===== src/rtl/md_pkg.sv =====
// Shared definitions for the iterative multiply/divide unit: op encodings,
// FSM states and the iteration-counter width helper.
package md_pkg;

  localparam logic [2:0] MD_MULT  = 3'd0;
  localparam logic [2:0] MD_MULTU = 3'd1;
  localparam logic [2:0] MD_DIV   = 3'd2;
  localparam logic [2:0] MD_DIVU  = 3'd3;
  localparam logic [2:0] MD_MTHI  = 3'd4;
  localparam logic [2:0] MD_MTLO  = 3'd5;

  typedef enum logic [1:0] {
    IDLE  = 2'd0,
    RUN   = 2'd1,
    FIXUP = 2'd2
  } md_state_e;

  // The counter must hold 0..WIDTH, hence clog2(WIDTH+1) bits.
  function automatic int md_cnt_w(input int width);
    return $clog2(width + 1);
  endfunction

endpackage


===== src/rtl/md_shift_core.sv =====
// Shared 2*WIDTH shift register plus one WIDTH+1-bit adder: a shift-add
// multiply step or a restoring divide step per cycle on unsigned magnitudes.
module md_shift_core
  import md_pkg::*;
#(
  parameter int WIDTH    = 32,
  parameter bit FAST_MUL = 1'b0
) (
  input  logic               clk,
  input  logic               reset,
  input  logic               load_i,
  input  logic               step_i,
  input  logic               is_div_i,
  input  logic [WIDTH-1:0]   load_lo_i,
  input  logic [WIDTH-1:0]   load_m_i,
  output logic [2*WIDTH-1:0] acc_o,
  output logic [2*WIDTH-1:0] prod_o
);

  logic [2*WIDTH-1:0] shreg_q, shreg_d;
  logic [WIDTH-1:0]   mcand_q, mcand_d;
  logic [WIDTH-1:0]   hi_part, lo_part;
  logic [WIDTH:0]     add_x, add_y;
  logic               add_cin;
  logic [WIDTH+1:0]   add_full;
  logic               ge;

  assign hi_part = shreg_q[2*WIDTH-1:WIDTH];
  assign lo_part = shreg_q[WIDTH-1:0];

  // Divide subtracts via x + ~y + 1; the carry out is the "no borrow" flag.
  always_comb begin
    add_x   = {1'b0, hi_part};
    add_y   = '0;
    add_cin = 1'b0;
    if (is_div_i) begin
      add_x   = {hi_part, lo_part[WIDTH-1]};
      add_y   = ~{1'b0, mcand_q};
      add_cin = 1'b1;
    end else if (lo_part[0]) begin
      add_y = {1'b0, mcand_q};
    end
  end

  assign add_full = {1'b0, add_x} + {1'b0, add_y} + {{(WIDTH+1){1'b0}}, add_cin};
  assign ge       = add_full[WIDTH+1];

  always_comb begin
    shreg_d = shreg_q;
    mcand_d = mcand_q;
    if (load_i) begin
      shreg_d = {{WIDTH{1'b0}}, load_lo_i};
      mcand_d = load_m_i;
    end else if (step_i) begin
      if (is_div_i)
        shreg_d = {(ge ? add_full[WIDTH-1:0] : add_x[WIDTH-1:0]),
                   lo_part[WIDTH-2:0], ge};
      else
        shreg_d = {add_full[WIDTH:0], lo_part[WIDTH-1:1]};
    end
  end

  always_ff @(posedge clk) begin
    if (reset) begin
      shreg_q <= '0;
      mcand_q <= '0;
    end else begin
      shreg_q <= shreg_d;
      mcand_q <= mcand_d;
    end
  end

  assign acc_o = shreg_q;

  generate
    if (FAST_MUL) begin : g_fast
      assign prod_o = {{WIDTH{1'b0}}, mcand_q} * {{WIDTH{1'b0}}, lo_part};
    end else begin : g_iter
      assign prod_o = shreg_q;
    end
  endgenerate

endmodule


===== src/rtl/mul_div_unit.sv =====
// EX-stage multiply/divide unit with HI/LO: FSM, sign handling around the
// magnitude core, HI/LO writeback and the hazard-unit stall request.
module mul_div_unit
  import md_pkg::*;
#(
  parameter int WIDTH    = 32,
  parameter bit FAST_MUL = 1'b0
) (
  input  logic             clk,
  input  logic             reset,
  input  logic             start,
  input  logic [2:0]       op,
  input  logic [WIDTH-1:0] in_a,
  input  logic [WIDTH-1:0] in_b,
  input  logic             flush,
  input  logic             rd_req,
  output logic             busy,
  output logic             done,
  output logic             stall_req,
  output logic [WIDTH-1:0] hi,
  output logic [WIDTH-1:0] lo
);

  localparam int CNT_W = md_cnt_w(WIDTH);

  md_state_e          state_q, state_d;
  logic [CNT_W-1:0]   cnt_q, cnt_d;
  logic [WIDTH-1:0]   hi_q, hi_d, lo_q, lo_d, araw_q, araw_d;
  logic               done_q, done_d;
  logic               isdiv_q, isdiv_d, neg_q, neg_d, remneg_q, remneg_d;
  logic               divz_q, divz_d;

  logic               signed_op, is_mul_op, is_div_op, accept;
  logic               sa, sb;
  logic [WIDTH-1:0]   a_mag, b_mag;
  logic [2*WIDTH-1:0] acc, prod_mag, prod_res;
  logic [WIDTH-1:0]   quo, rem, quo_res, rem_res;

  assign signed_op = (op == MD_MULT) || (op == MD_DIV);
  assign is_mul_op = (op == MD_MULT) || (op == MD_MULTU);
  assign is_div_op = (op == MD_DIV)  || (op == MD_DIVU);
  assign accept    = start && !flush && (state_q == IDLE);

  // Magnitudes: negating MIN yields 2^(WIDTH-1) read as unsigned.
  assign sa    = signed_op & in_a[WIDTH-1];
  assign sb    = signed_op & in_b[WIDTH-1];
  assign a_mag = sa ? -in_a : in_a;
  assign b_mag = sb ? -in_b : in_b;

  md_shift_core #(
    .WIDTH    (WIDTH),
    .FAST_MUL (FAST_MUL)
  ) u_core (
    .clk       (clk),
    .reset     (reset),
    .load_i    (accept && (is_mul_op || is_div_op)),
    .step_i    (state_q == RUN),
    .is_div_i  (isdiv_q),
    .load_lo_i (is_div_op ? a_mag : b_mag),
    .load_m_i  (is_div_op ? b_mag : a_mag),
    .acc_o     (acc),
    .prod_o    (prod_mag)
  );

  assign prod_res = neg_q ? -prod_mag : prod_mag;
  assign quo      = acc[WIDTH-1:0];
  assign rem      = acc[2*WIDTH-1:WIDTH];
  assign quo_res  = neg_q ? -quo : quo;
  assign rem_res  = remneg_q ? -rem : rem;

  always_comb begin
    state_d  = state_q;
    cnt_d    = cnt_q;
    hi_d     = hi_q;
    lo_d     = lo_q;
    done_d   = 1'b0;
    isdiv_d  = isdiv_q;
    neg_d    = neg_q;
    remneg_d = remneg_q;
    divz_d   = divz_q;
    araw_d   = araw_q;
    case (state_q)
      IDLE: begin
        if (accept) begin
          if (is_mul_op || is_div_op) begin
            isdiv_d  = is_div_op;
            neg_d    = sa ^ sb;
            remneg_d = sa;
            divz_d   = is_div_op && (in_b == '0);
            araw_d   = in_a;
            cnt_d    = '0;
            state_d  = (FAST_MUL && is_mul_op) ? FIXUP : RUN;
          end else if (op == MD_MTHI) begin
            hi_d = in_a;
          end else if (op == MD_MTLO) begin
            lo_d = in_a;
          end
        end
      end
      RUN: begin
        cnt_d = cnt_q + CNT_W'(1);
        if (cnt_q == CNT_W'(WIDTH - 1)) begin
          cnt_d   = '0;
          state_d = FIXUP;
        end
      end
      FIXUP: begin
        if (!isdiv_q) begin
          hi_d = prod_res[2*WIDTH-1:WIDTH];
          lo_d = prod_res[WIDTH-1:0];
        end else if (divz_q) begin
          hi_d = araw_q;
          lo_d = '1;
        end else begin
          hi_d = rem_res;
          lo_d = quo_res;
        end
        done_d  = 1'b1;
        state_d = IDLE;
      end
      default: state_d = IDLE;
    endcase
    // Flush kills whatever is in flight, including a finished-but-unwritten result.
    if (flush) begin
      state_d = IDLE;
      cnt_d   = '0;
      hi_d    = hi_q;
      lo_d    = lo_q;
      done_d  = 1'b0;
    end
  end

  always_ff @(posedge clk) begin
    if (reset) begin
      state_q  <= IDLE;
      cnt_q    <= '0;
      hi_q     <= '0;
      lo_q     <= '0;
      done_q   <= 1'b0;
      isdiv_q  <= 1'b0;
      neg_q    <= 1'b0;
      remneg_q <= 1'b0;
      divz_q   <= 1'b0;
      araw_q   <= '0;
    end else begin
      state_q  <= state_d;
      cnt_q    <= cnt_d;
      hi_q     <= hi_d;
      lo_q     <= lo_d;
      done_q   <= done_d;
      isdiv_q  <= isdiv_d;
      neg_q    <= neg_d;
      remneg_q <= remneg_d;
      divz_q   <= divz_d;
      araw_q   <= araw_d;
    end
  end

  assign busy      = (state_q != IDLE);
  assign done      = done_q;
  assign stall_req = busy && (start || rd_req);
  assign hi        = hi_q;
  assign lo        = lo_q;

endmodule


===== config.mk =====
export PLATFORM = sky130hd
export DESIGN_NAME = mul_div_unit
export DESIGN_NICKNAME = d
export VERILOG_FILES = /design/src/rtl/md_pkg.sv /design/src/rtl/md_shift_core.sv /design/src/rtl/mul_div_unit.sv
export SDC_FILE = /design/constraint.sdc
export NUM_CORES = 1
export LEC_CHECK = 0
export ABC_AREA = 0
export CORE_UTILIZATION = 50
export DETAILED_ROUTE_END_ITERATION = 6
export PLACE_DENSITY = 0.73
export SYNTH_ARGS = -nofsm -noshare
export SYNTH_HDL_FRONTEND = slang
export SYNTH_SLANG_ARGS = --single-unit

===== constraint.sdc =====
create_clock -name clk -period 4.1 [get_ports clk]
set_input_delay 0.82 -clock clk [delete_from_list [all_inputs] [get_ports clk]]
set_output_delay 0.82 -clock clk [all_outputs]
set_load 0.005 [all_outputs]

== Word level (Yosys, flattened, before mapping) ==
Cells that the tools add are included.

* Multiply operators: 0
* Mux-type cells: 37
* Add/subtract/negate cells: 8
* Reduce and logical (&&, ||, !) cells: 25
* Divide/modulo/power cells: 0
* Order comparisons: 0
* Equal/unequal tests: 15
* Bitwise logic cells: 5
* Shifts and indexed selects: 0

{| class="wikitable"
|+ Operator list
! operator !! count
|-
| 32-bit 2-to-1 mux || 21
|-
| 64-bit 2-to-1 mux || 2
|-
| 32-bit negation || 4
|-
| 32-bit case mux with 2 select lines || 2
|-
| 33-bit 2-to-1 mux || 2
|-
| 64-bit negation || 1
|-
| 33-bit by 33-bit adder with 34-bit output || 1
|-
| 34-bit by 1-bit adder with 34-bit output || 1
|-
| 32-bit inverter with 33-bit output || 1
|-
| 32-bit zero test || 1
|-
| 6-bit 2-to-1 mux || 3
|-
| 6-bit case mux with 2 select lines || 1
|-
| 3-bit AND reduction || 3
|-
| 2-bit inequality test, second input constant || 4
|-
| 2-bit nonzero test || 4
|-
| 6-bit by 1-bit adder with 6-bit output, second input constant || 1
|-
| 3-bit by 2-bit equality test with 1-bit output, second input constant || 2
|-
| 3-bit equality test, second input constant || 2
|-
| 6-bit by 5-bit equality test with 1-bit output, second input constant || 1
|-
| 2-bit 2-to-1 mux || 3
|-
| 2-bit by 1-bit inequality test with 1-bit output, second input constant || 3
|-
| 6-bit AND reduction || 1
|-
| 1-bit logical AND || 5
|-
| 1-bit logical OR || 5
|-
| 13 further kinds || 16
|}

* Word-level logic and storage cells: 103
* ROM bits: 0
* Register bits: 205
* Bits in latches: 0
* Bits in writable memories: 0
* Memories: 0

== Longest topological paths before layout ==
* Word-level depth: 8
* Depth in mapped cells: 18
* Mapped depth without buffers: 14

== Hierarchy ==
A second synthesis with hierarchy kept.

* Cells, all modules: 2419
* Area total of the unflattened synthesis: 17874.6 um2

{| class="wikitable"
|+ Modules (own cells, without submodules)
! module !! area each (um2) !! instances !! cells an instance
|-
| mul_div_unit || 10553.9 || 1 || 1476
|-
| md_shift_core || 7320.8 || 1 || 943
|}

== Least setup slack after synthesis ==
No wires, ideal clock.

* Path kind: reg-to-reg
* From: register isdiv_q
* To: register u_core.shreg_q[57], in the netlist u_core.acc_o[57]
* Library setup time: 0.126 ns
* Stages on the path, launching flop included: 16
* Slack: -0.119 ns
* Period minus slack after synthesis: 4.219 ns
* Buffers on the path: 5
* Data arrival time: 4.093 ns
* Data required time: 3.974 ns
* Path through: dfxtp_1 -> clkbuf_1 -> clkbuf_1 -> clkbuf_1 -> buf_1 -> mux2_2 -> ha_1 -> a21oi_1 -> o21a_1 -> o211ai_1 -> a31oi_1 -> a21o_1 -> clkbuf_1 -> nand2_1 -> a221oi_1 -> o31ai_1

* Longest elaborated chain between the ends: 5

{| class="wikitable"
|+ RTL lines
! what !! RTL line !! source
|-
| start, declared || mul_div_unit.sv:30 || <nowiki>logic isdiv_q, isdiv_d, neg_q, neg_d, remneg_q, remneg_d;</nowiki>
|-
| start signal, assigned || mul_div_unit.sv:151 || <nowiki>isdiv_q <= isdiv_d;</nowiki>
|-
| 33-bit 2-to-1 mux || md_shift_core.sv:36 || <nowiki>if (is_div_i) begin</nowiki>
|-
| 33-bit by 33-bit adder with 34-bit output || md_shift_core.sv:45 || <nowiki>assign add_full = {1'b0, add_x} + {1'b0, add_y} + {{(WIDTH+1){1'b0}}, add_cin};</nowiki>
|-
| 34-bit by 1-bit adder with 34-bit output || md_shift_core.sv:45 ||
|-
| 32-bit 2-to-1 mux || md_shift_core.sv:56 || <nowiki>shreg_d = {(ge ? add_full[WIDTH-1:0] : add_x[WIDTH-1:0]),</nowiki>
|-
| 64-bit 2-to-1 mux * || md_shift_core.sv:55 || <nowiki>if (is_div_i)</nowiki>
|-
| end signal, assigned || md_shift_core.sv:68 || <nowiki>shreg_q <= shreg_d;</nowiki>
|-
| end, declared || md_shift_core.sv:20 || <nowiki>logic [2*WIDTH-1:0] shreg_q, shreg_d;</nowiki>
|}

Mark *: on every way between the ends. The rest lies on a longest branch, timed or not.
A chain may end at the register's enable or synchronous reset.

== Final worst setup path ==
* From: register u_core.shreg_q[15], in the netlist u_core.acc_o[15]
* To: register hi_q[22], in the netlist hi[22]

* Longest elaborated chain between the ends: 4

{| class="wikitable"
|+ RTL lines
! what !! RTL line !! source
|-
| 64-bit negation || mul_div_unit.sv:65 || <nowiki>assign prod_res = neg_q ? -prod_mag : prod_mag;</nowiki>
|-
| 64-bit 2-to-1 mux || mul_div_unit.sv:65 ||
|-
| 32-bit 2-to-1 mux || mul_div_unit.sv:108 || <nowiki>if (!isdiv_q) begin</nowiki>
|-
| 32-bit case mux with 2 select lines || mul_div_unit.sv:82 || <nowiki>case (state_q)</nowiki>
|-
| end signal, assigned || mul_div_unit.sv:148 || <nowiki>hi_q <= hi_d;</nowiki>
|-
| end, declared || mul_div_unit.sv:28 || <nowiki>logic [WIDTH-1:0] hi_q, hi_d, lo_q, lo_d, araw_q, araw_d;</nowiki>
|}

No other way between the ends.

==> flow_summary.ini <==
[synth]
synthesis.nets = 2331
synth_edf_count = 0
yosys.area_share.simple = 0.2203
synth_mux_area_frac = 0.04820
synthAdderAreaFrac = 0.03088
yosys.area.top_type = dfxtp_1
ys_ff_latch = 205
synth_top_family_by_area = compound AO/OA/AOI/OAI gates
synth_area_um2 = 15890
synth_top_flop_cell = dfxtp_1
synthDominantCellAreaShare = 0.2583
synth-compound-area-share = 0.2980
synth_xor_xnor_area_share = 0.08656
synthCells = 2221
synth_cell_types = 78
ys_warn_count = 0
synthTopCellsByArea = dfxtp_1 26%, nand2_1 8.2%, a21oi_1 7.1%, o21ai_0 5.7%, xnor2_1 5.7%
synth.avg_cell_area_um2 = 7.152
async_reset_ff_frac = 0
ys_seq_area_frac = 0.2583

[sta]
worst_slew_pin_slew_ns = 1.054
finClkSkew_ns = 0.01533
max_freq_mhz = 261.5
rsz0062_at_grt = false
hold_viol_final = 0
finalCritPeriodShare = 0.9329
post-route-min-period_ns = 3.825
setup_violations = 0
finalMaxSlewViolations = 0
slew_headroom = 0.2908

[run_status]
status = finished clean

[power]
p_leak_uw = 0.006794
power_frac_clock = 0.417
p_seq_frac = 0.391
p_per_area_nw_per_um2 = 288.1
netSwitchingPower_uw = 1687
p_total_uw = 5407
swShare = 0.3120
power.internal_uw = 3720
combPwrFrac = 0.193
ir_drop_v = 0.0002922

[floorplanning]
rows = 64
start_util = 0.5139
dieArea_um2 = 32490
coreArea_um2 = 30910
io_pins = 139
die_w_um = 180.2
die_h_um = 180.2

[placed_design]
dpl.hpwl_um = 49690
place_congestion = 1.026
port_buffers = 138
dpl_cell_area_um2 = 17950

[global_routing]
grt_pass1_wl_um = 98870
grt_pass1_vias = 16520
grt_use_total = 0.3926
antenna_found_initial = 0
grt_max_degree = 91
grt_remaining_overflow = 0

[worst_setup_path]
worstPathArrival_ns = 4.24
cp-startpoint = u_core.acc_o[15]
r2r_end = hi[22]
regToRegStartpoint = u_core.acc_o[15]
path_class = flip-flop to flip-flop
ff2ff_path_depth = 8
required_ns = 4.51
critPathCaptureType = flip-flop
critPathMaxFanout = 8
timing.reg2reg.setup_slack_ns = 0.28
start_kind = flip-flop

[clock_tree]
cts-resized-gates = 0
htree_num_levels = 1
clock_latency_ns = 0.56
holdBufCountCts = 0
cts_buffers = 25
post_cts_buffers = 0
clockRootBuffer = clkbuf_16
clockBufferDepth = 3
cts_num_sinks = 205
clk_pin_slew_ns = 0.06
cts_tree = yes

[hold_path]
hold_depth = 2
hp-class = flip-flop to flip-flop
hold_end = lo[4]
min-delay-start = lo[4]

[drt]
drt_iter0_markers = 2162
drtAntennaViolNets = 0
routed-via-count = 17930
wire_per_inst_um = 24.21
remaining_drc_errors = 0
viasPerCell = 6.590
routed_wl_um = 65890
firstDrtPassIters = 6

[final_layout]
drive_gt1_frac = 0.09720
antenna_cells = 0
area_delta_synth_final_pct = 18.16
post-route-cell-area_um2 = 18770
layout_commonest_cell = nand2_1
nets = 2417
final_cell_mix = 345 x nand2_1, 226 x a21oi_1, 203 x dfxtp_1

[job]
cap_violations = 0
[per-stage QoR]
| stage | setup WS, ns | TNS [ns] | cells | hold slack, ns | utilization |
|---|---|---|---|---|---|
| after CTS | 0.2924 | 0 | 2721 | 0.4516 | 0.6071 |
| after floorplan | 0.02341 | 0 | 2221 | 0.4329 | - |
| after detailed placement | -0.2583 | -3.350 | 2676 | 0.4435 | 0.5807 |
| after global placement | -0.2810 | -3.381 | 2676 | 0.4387 | 0.5807 |
| final | 0.2752 | 0 | 2721 | 0.4504 | 0.6072 |
| after global routing | 0.05275 | 0 | 2721 | 0.4663 | 0.6072 |
[synth_stat cells (all sizes together) (33+ instances only)]
cell    instances
a21oi         226
xnor2         103
o21ai         190
buf            34
a211oi         38
xor2           54
inv            37
nand3          47
nand2         345
clkbuf        164
mux2i          45
o31ai          33
ha             36
dfxtp         205
nor3           41
o211ai         61
nor2          173
[registers in the layout (all words and copies together) (netlist names)]
name	flops
hi	32
lo	32
cnt_q	6
state_q	2
neg_q	1
done	1
remneg_q	1
u_core.acc_o	64
araw_q	32
divz_q	1
isdiv_q	1
u_core.mcand_q	32
[area by class of cell]
cell class,count,area (um^2)
Tap cell,396,495.5
Multi-Input combinational cell,1781,10890
Inverter,37,138.9
Sequential cell,205,4109
Clock buffer,31,668.1
Fill cell,2890,12140
Clock inverter,14,146.4
Timing Repair Buffer,257,2317
[kinds of logic after synthesis]
family | count (synthesis)
adder cells (fa/ha/maj) | 38
multiplexers | 73
buffers and inverters | 235
XOR/XNOR | 157
AND/OR/NAND/NOR | 765
AO/OA/AOI/OAI | 748
flip-flops | 205
[power by group through the flow]
| stage | clock network, uW | logic, uW | registers [uW] |
|---|---|---|---|
| finish | 2250 | 1040 | 2110 |
| global route | 2340 | 1100 | 2120 |
| CTS | 2260 | 1010 | 2110 |
| detailed placement | 0 | 1000 | 2150 |
| global placement | 0 | 993 | 2150 |
| floorplan | 0 | 591 | 2120 |
[worst max-delay path by stage]
stage                                     to  slack [ns]  cells after the start
after detailed placement  u_core.mcand_q[19]       -0.26                     10
after floorplan             u_core.acc_o[57]        0.02                     15
after CTS                   u_core.acc_o[23]        0.29                      9
final                                 hi[22]        0.28                      8
after global routing        u_core.acc_o[61]        0.05                     14
after global placement      u_core.acc_o[23]       -0.28                      9
[critical path, stage by stage (launching register included)]
cell       delay (ns)
dfxtp_1          0.45
or4_1            0.78
nor4_2           0.63
nand4_1          0.63
o21ai_0          0.39
xor2_1           0.11
nor2_1           0.14
a211oi_1         0.08
a2111oi_0        0.47
[layer usage]
metal,vias up,GRT usage,part of all wire,wire [um]
met3,230,0.08185,0.098,6464
met4,0,0.2079,0.057,3779
met1,8425,0.4932,0.39,25920
met2,1058,0.6312,0.45,29720
met5,-,0,0,0
li1,8218,-,-,-
(Power assumes the default switching activity.)
